**config.mk**
```make
export PLATFORM = sky130hd
export DESIGN_NAME = floo_axis_beat_splitter_flat
export DESIGN_NICKNAME = d
export VERILOG_FILES = /design/src/rtl/floo_axis_beat_splitter_if.sv /design/src/rtl/floo_axis_beat_splitter.sv /design/src/flat_wrapper.sv
export SDC_FILE = /design/constraint.sdc
export NUM_CORES = 1
export LEC_CHECK = 0
export CORE_MARGIN = 1
export CORE_UTILIZATION = 40
export CTS_CLUSTER_DIAMETER = 40
export CTS_CLUSTER_SIZE = 28
export DETAILED_ROUTE_END_ITERATION = 12
export PLACE_DENSITY = 0.72
export SYNTH_ARGS = -nofsm -noshare
export SYNTH_HDL_FRONTEND = slang
export SYNTH_SLANG_ARGS = --single-unit
```
**constraint.sdc**
```tcl
create_clock -name clk_i -period 1.55 [get_ports clk_i]
set_clock_uncertainty 0.1 [all_clocks]
set_input_delay 0.465 -clock clk_i [delete_from_list [all_inputs] [get_ports clk_i]]
set_output_delay 0.465 -clock clk_i [all_outputs]
set_load 0.005 [all_outputs]
```
**src/rtl/floo_axis_beat_splitter_if.sv**
```systemverilog
// floo_axis_beat_splitter_if: wide-in / narrow-out AXIS stream pair around the beat splitter.
interface floo_axis_beat_splitter_if #(
  parameter int unsigned InWidth  = 128,
  parameter int unsigned OutWidth = 32
);
  logic                in_tvalid_i;
  logic                in_tready_o;
  logic [InWidth-1:0]  in_tdata_i;
  logic                out_tvalid_o;
  logic                out_tready_i;
  logic [OutWidth-1:0] out_tdata_o;
  logic                out_tlast_o;
  modport slave (
    input  in_tvalid_i, in_tdata_i, out_tready_i,
    output in_tready_o, out_tvalid_o, out_tdata_o, out_tlast_o
  );
  modport master (
    output in_tvalid_i, in_tdata_i, out_tready_i,
    input  in_tready_o, out_tvalid_o, out_tdata_o, out_tlast_o
  );
endinterface

```
**src/rtl/floo_axis_beat_splitter.sv**
```systemverilog
// floo_axis_beat_splitter: splits one wide AXIS beat into NumBeats narrow beats, LSB chunk first (FLOO_AXIS_SPLIT_PREFETCH_EN reloads on the last narrow handshake).
module floo_axis_beat_splitter #(
  parameter int unsigned InWidth  = 128,
  parameter int unsigned OutWidth = 32
) (
  input  logic clk_i,
  input  logic rst_ni,
  floo_axis_beat_splitter_if.slave axis,
  output logic busy_o
);
  localparam int unsigned NumBeats = (InWidth + OutWidth - 1) / OutWidth;
  localparam int unsigned CntWidth = NumBeats > 1 ? $clog2(NumBeats) : 1;
  localparam int unsigned PadWidth = NumBeats * OutWidth;
  typedef enum logic {IDLE, SEND} state_e;
  state_e              state_q, state_d;
  logic [CntWidth-1:0] cnt_q, cnt_d;
  logic [PadWidth-1:0] hold_q, hold_d;
  logic                send, last, fire, load;
  // Handshake decode, next state and outputs; outputs come only from registered state
  always_comb begin
    send = state_q == SEND;
    last = cnt_q == CntWidth'(NumBeats - 1);
    fire = send && axis.out_tready_i;
`ifdef FLOO_AXIS_SPLIT_PREFETCH_EN
    axis.in_tready_o = !send || (last && axis.out_tready_i);
`else
    axis.in_tready_o = !send;
`endif
    load = axis.in_tvalid_i && axis.in_tready_o;
    state_d = load ? SEND : (fire && last) ? IDLE : state_q;
    cnt_d = (load || (fire && last)) ? '0 : fire ? cnt_q + 1'b1 : cnt_q;
    hold_d = load ? PadWidth'(axis.in_tdata_i) : hold_q;
    axis.out_tvalid_o = send;
    axis.out_tlast_o = send && last;
    axis.out_tdata_o = send ? hold_q[cnt_q*OutWidth +: OutWidth] : '0;
    busy_o = send;
  end
  // State, beat counter and holding register; reset drops any held beat
  always_ff @(posedge clk_i or negedge rst_ni) begin
    if (!rst_ni) begin
      state_q <= IDLE;
      cnt_q <= '0;
      hold_q <= '0;
    end else begin
      state_q <= state_d;
      cnt_q <= cnt_d;
      hold_q <= hold_d;
    end
  end
endmodule

```
**src/flat_wrapper.sv**
```systemverilog
// flat-port wrapper written by rule: the top's interface ports become plain ports
module floo_axis_beat_splitter_flat 
#(
  parameter int unsigned InWidth  = 128,
  parameter int unsigned OutWidth = 32
)
  (clk_i, rst_ni, busy_o, axis_in_tvalid_i, axis_in_tdata_i, axis_out_tready_i, axis_in_tready_o, axis_out_tvalid_o, axis_out_tdata_o, axis_out_tlast_o);
  floo_axis_beat_splitter_if #(.InWidth(InWidth), .OutWidth(OutWidth)) axis_i ();
  input  logic clk_i;
  input  logic rst_ni;
  output logic busy_o;
  input wire logic [$bits(axis_i.in_tvalid_i)-1:0] axis_in_tvalid_i;
  input wire logic [$bits(axis_i.in_tdata_i)-1:0] axis_in_tdata_i;
  input wire logic [$bits(axis_i.out_tready_i)-1:0] axis_out_tready_i;
  output wire logic [$bits(axis_i.in_tready_o)-1:0] axis_in_tready_o;
  output wire logic [$bits(axis_i.out_tvalid_o)-1:0] axis_out_tvalid_o;
  output wire logic [$bits(axis_i.out_tdata_o)-1:0] axis_out_tdata_o;
  output wire logic [$bits(axis_i.out_tlast_o)-1:0] axis_out_tlast_o;
  assign axis_i.in_tvalid_i = axis_in_tvalid_i;
  assign axis_i.in_tdata_i = axis_in_tdata_i;
  assign axis_i.out_tready_i = axis_out_tready_i;
  assign axis_in_tready_o = axis_i.in_tready_o;
  assign axis_out_tvalid_o = axis_i.out_tvalid_o;
  assign axis_out_tdata_o = axis_i.out_tdata_o;
  assign axis_out_tlast_o = axis_i.out_tlast_o;
  floo_axis_beat_splitter #(.InWidth(InWidth), .OutWidth(OutWidth)) u_core (.clk_i(clk_i), .rst_ni(rst_ni), .axis(axis_i), .busy_o(busy_o));
endmodule
```
* Word-level counts from Yosys, hierarchy flattened
Cells that the tools add are included.
Word-level totals: bits in registers 131, input port bits 132, output and inout bits 36, word-level logic and storage cells 19
Operators by class: add/sub/neg operators 1, muxes and demuxes 5, reductions and logical operators 8, shifts and indexed selects 1, eq/ne operators 1
Operator list (number):
- variable part select 128 x 8 -> 32 bit | 1
- 2-to-1 mux 32 bit | 1
- logical AND 1 bit | 4
- 2-to-1 mux 2 bit | 2
- nonzero test 2 bit | 2
- adder 2 x 1 -> 2 bit, second input constant | 1
- == test 2 bit, second input constant | 1
- 2-to-1 mux 1 bit | 2
- logical NOT 1 bit | 1
- logical OR 1 bit | 1

* Logic depth before layout (Yosys ltp)
depth after elaboration 4, gate-level depth with buffers 5, depth with buffers taken out 3

* Worst setup path after synthesis
Ideal clock, no wire load.
kind reg-to-output, start point register u_core.state_q, in the netlist u_core.axis.out_tvalid_o, end point output port axis_out_tdata_o[21], cell stages (with the launch flop) 6, arrival 1.126 ns, slack -0.141 ns, required time 0.985 ns, path through dfrtp_1 buf_6 nand2b_1 buf_2 clkbuf_1 o22ai_1
Between the ends: cells in the longest elaborated chain, start to end 1
RTL lines:
- start: declaration | RTL line floo_axis_beat_splitter.sv:15 | state_e state_q, state_d;
- start signal: assignment | RTL line floo_axis_beat_splitter.sv:45 | state_q <= state_d;
- 2-to-1 mux 32 bit | RTL line floo_axis_beat_splitter.sv:35 | axis.out_tdata_o = send ? hold_q[cnt_q*OutWidth +: OutWidth] : '0;
- end: declaration | RTL line flat_wrapper.sv:17 | output wire logic [$bits(axis_i.out_tdata_o)-1:0] axis_out_tdata_o;
No other way between the ends.

* Worst setup path in the final report
start point register u_core.cnt_q[1], end point output port axis_out_tdata_o[2]
Between the ends: cells in the longest elaborated chain, start to end 2
RTL lines:
- start: declaration | RTL line floo_axis_beat_splitter.sv:16 | logic [CntWidth-1:0] cnt_q, cnt_d;
- start signal: assignment | RTL line floo_axis_beat_splitter.sv:46 | cnt_q <= cnt_d;
- variable part select 128 x 8 -> 32 bit | RTL line floo_axis_beat_splitter.sv:35
- 2-to-1 mux 32 bit | RTL line floo_axis_beat_splitter.sv:35
No other way between the ends.

==> metrics <==
Hold Crit Class in2async; clk sink count about 130; Num CTS Buffers 17; WP data arrival about 1.7 ns; Placed Area roughly 8900 um2; crit path max fanout 7; drt total wl roughly 18000 um; DRC violations left 0; Crit-path slowest cell dfrtp_4; Overflow after GRT 0; Slew HR 80.11%; DP Wirelength about 10000 um; Post-Syn Area per Cell approximately 16 um2; routability cong. 0.7540; cell row count 45; DRT iter0 DRCs 200; clk slew on worst S/H paths 0.06 ns; Final Cycle Share 144.9%; Final WS setup -0.6964 ns; CP Launch Type flip-flop; # port buffers 167; Critical Path Max Stage Delay between 0.5 and 0.6 ns; unique cell type count in the Yosys netlist 24; Yosys top cell by area dfrtp_1; share of cells above drive strength 1 between 50% and 60%; Root Driver clkbuf_16; commonest cells after routing, fill and taps aside clkdlybuf4s50_1, dfrtp_1, mux2_4, buf_4, mux2i_1; maximum root-to-sink buffer count 2; clk_lat worst skew just over 0.4 ns; worst slew pin tran ~0.3 ns; first-pass GRT wire length between 20000 and 30000 um; Die ar. about 16000 um2; Peak VDD IR around 1100 uV; unrepaired setup endpoints after global routing yes; Critical Path RT 0.98 ns; Antenna Diode Count 0; violated checks setup timing; Die W between 100 and 150 um; top cells by area, synth dfrtp_1, mux2_4, mux2i_1; commonest non-fill, non-tap cell in the layout clkdlybuf4s50_1; post-place setup slack -0.5973 ns; Max Cap Viol 0; drt pass-1 iters 4; initial antenna violation count 0; Hold Violations, Final 0; post-synthesis sequential area ratio roughly 50%; static leakage roughly 4.7 nW; Synth Net Count 533; Pwr per Cell Area roughly 2100 nW/um2; mapped cell area approximately 6400 um2; vias in the first global route between 5000 and 6000; status finished with violations; Layout Utilization between 60% and 70%; setup_tns -53.26 ns; initial core utilization about two fifths; # fillers between 1000 and 1500; crit-path cells buf_6, buf_16, mux2i_2, o22ai_2, buf_2; Synth Warn # 0; # H-tree levels 4; CTS tree yes; footprint of the multi-input gates about 3300 um2; CP Capture Type primary output; die height 128.5 um; Yosys top cell area share a little over 50%; Via-to-Cell Ratio 4.936; routed len/inst between 15 and 20 um; WS Path Type reg2out; storage element area 3283 um2; gr usage total 22.88%; Synth Register Bits between 100 and 150; fin. max-slew vios 0; Layout area overhead 64.93%; nets a little over 800; Period minus WS final 2.246 ns; IO Pins 168; Final ANT Viol Nets 0; largest net degree at the start of global routing between 40 and 50; Max Freq 445.2 MHz; Final setup viols 165; via count 4457; fin area between 10000 and 15000 um2; core area approximately 15000 um2; post-synthesis instance total 400
[cells in the mapped netlist]
master and number:
nor2_1 1, o22ai_1 32, mux2_4 100, clkbuf_1 6, nand2b_1 2, buf_6 4, dfrtp_1 131, mux2_2 27
and3b_1 1, buf_2 4, o221ai_1 1, a211o_1 1, ha_1 1, buf_12 11, inv_1 1, or3b_2 1
and2_1 1, nand2_1 1, mux2i_1 64, and4b_1 1, nor2b_4 1, a31oi_1 1, mux2_1 1, buf_4 6
[stage by stage]
stage | power (W) | hold WS (ns) | cells
finish | 0.02196 | 0.3738 | 903
global route | 0.02308 | 0.3693 | 903
CTS | 0.02177 | 0.3651 | 910
detailed placement | 0.01597 | 0.2723 | 825
global placement | 0.01573 | 0.2645 | 825
floorplan | 0.01215 | 0.06941 | 400
[metal layers]
metal / global-route usage, % / vias to the layer above / share of wire (%)
met5: 0 / - / 0
met4: 5.606 / 0 / 0.68
met3: 7.443 / 12 / 7.2
met2: 37.49 / 138 / 49
met1: 29.32 / 2270 / 43
li1: - / 2037 / -
[critical path, delay by kind of cell, from the launching register on]
family / cells / cell delay (ns)
buffers and inverters: 3 / 0.43
muxes: 1 / 0.16
AOI/OAI and AO/OA: 1 / 0.17
DFF: 1 / 0.51
[where the power goes]
part,internal (W),total (W),switching (W)
logic,0.00743,0.0113,0.00392
clock network,0.00259,0.00417,0.00158
registers,0.00516,0.00645,0.00129
[sequential cells by signal (all words and copies together), names as in the netlist]
| register | count |
|---|---|
| u_core.hold_q | 128 |
| u_core.cnt_q | 2 |
| u_core.axis.out_tvalid_o | 1 |
[layout make-up]
class                   count  area share, %
clock buffers              18          4.163
clock inverters            14          1.708
multi-input cells         237          31.22
well taps                 211          2.503
repair buffers            291          29.23
flip-flops and latches    131          31.12
inverters                   1        0.05930
[what timing repair did]
item	CTS	global route
pin swaps	8	6
endpoints found under the setup margin	162	166
gates cloned	18	1
hold buffers	1	0
resized for setup	253	44
buffers inserted	36	10
endpoints found under the hold margin	15	0
[cells by family (layout without fill, tap and decap cells)]
logic type / Yosys count / after routing / synth area share [%]
adders and majority gates: 1 / 1 / 0.1956
and+or+nand+nor: 9 / 9 / 1.056
AOI/OAI and AO/OA: 35 / 35 / 3.502
DFF: 131 / 131 / 51.25
buffers and inverters: 32 / 324 / 5.575
muxes: 192 / 192 / 38.42
[path summary, 6_finish.rpt]
kind / start / to / slack [ns] / cells after the start
max in group asynchronous: rst_ni / u_core.hold_q[15] / 0.36 / 3
min in group clk_i: u_core.hold_q[75] / u_core.hold_q[75] / 0.41 / 1
setup / recovery: u_core.cnt_q[1] / axis_out_tdata_o[2] / -0.70 / 5
hold reg to reg: u_core.hold_q[75] / u_core.hold_q[75] / 0.41 / 1
hold / removal: rst_ni / u_core.hold_q[118] / 0.37 / 2
setup reg to reg: u_core.axis.out_tvalid_o / u_core.hold_q[54] / -0.33 / 8
Note: power is estimated with default switching activity, not from simulation.
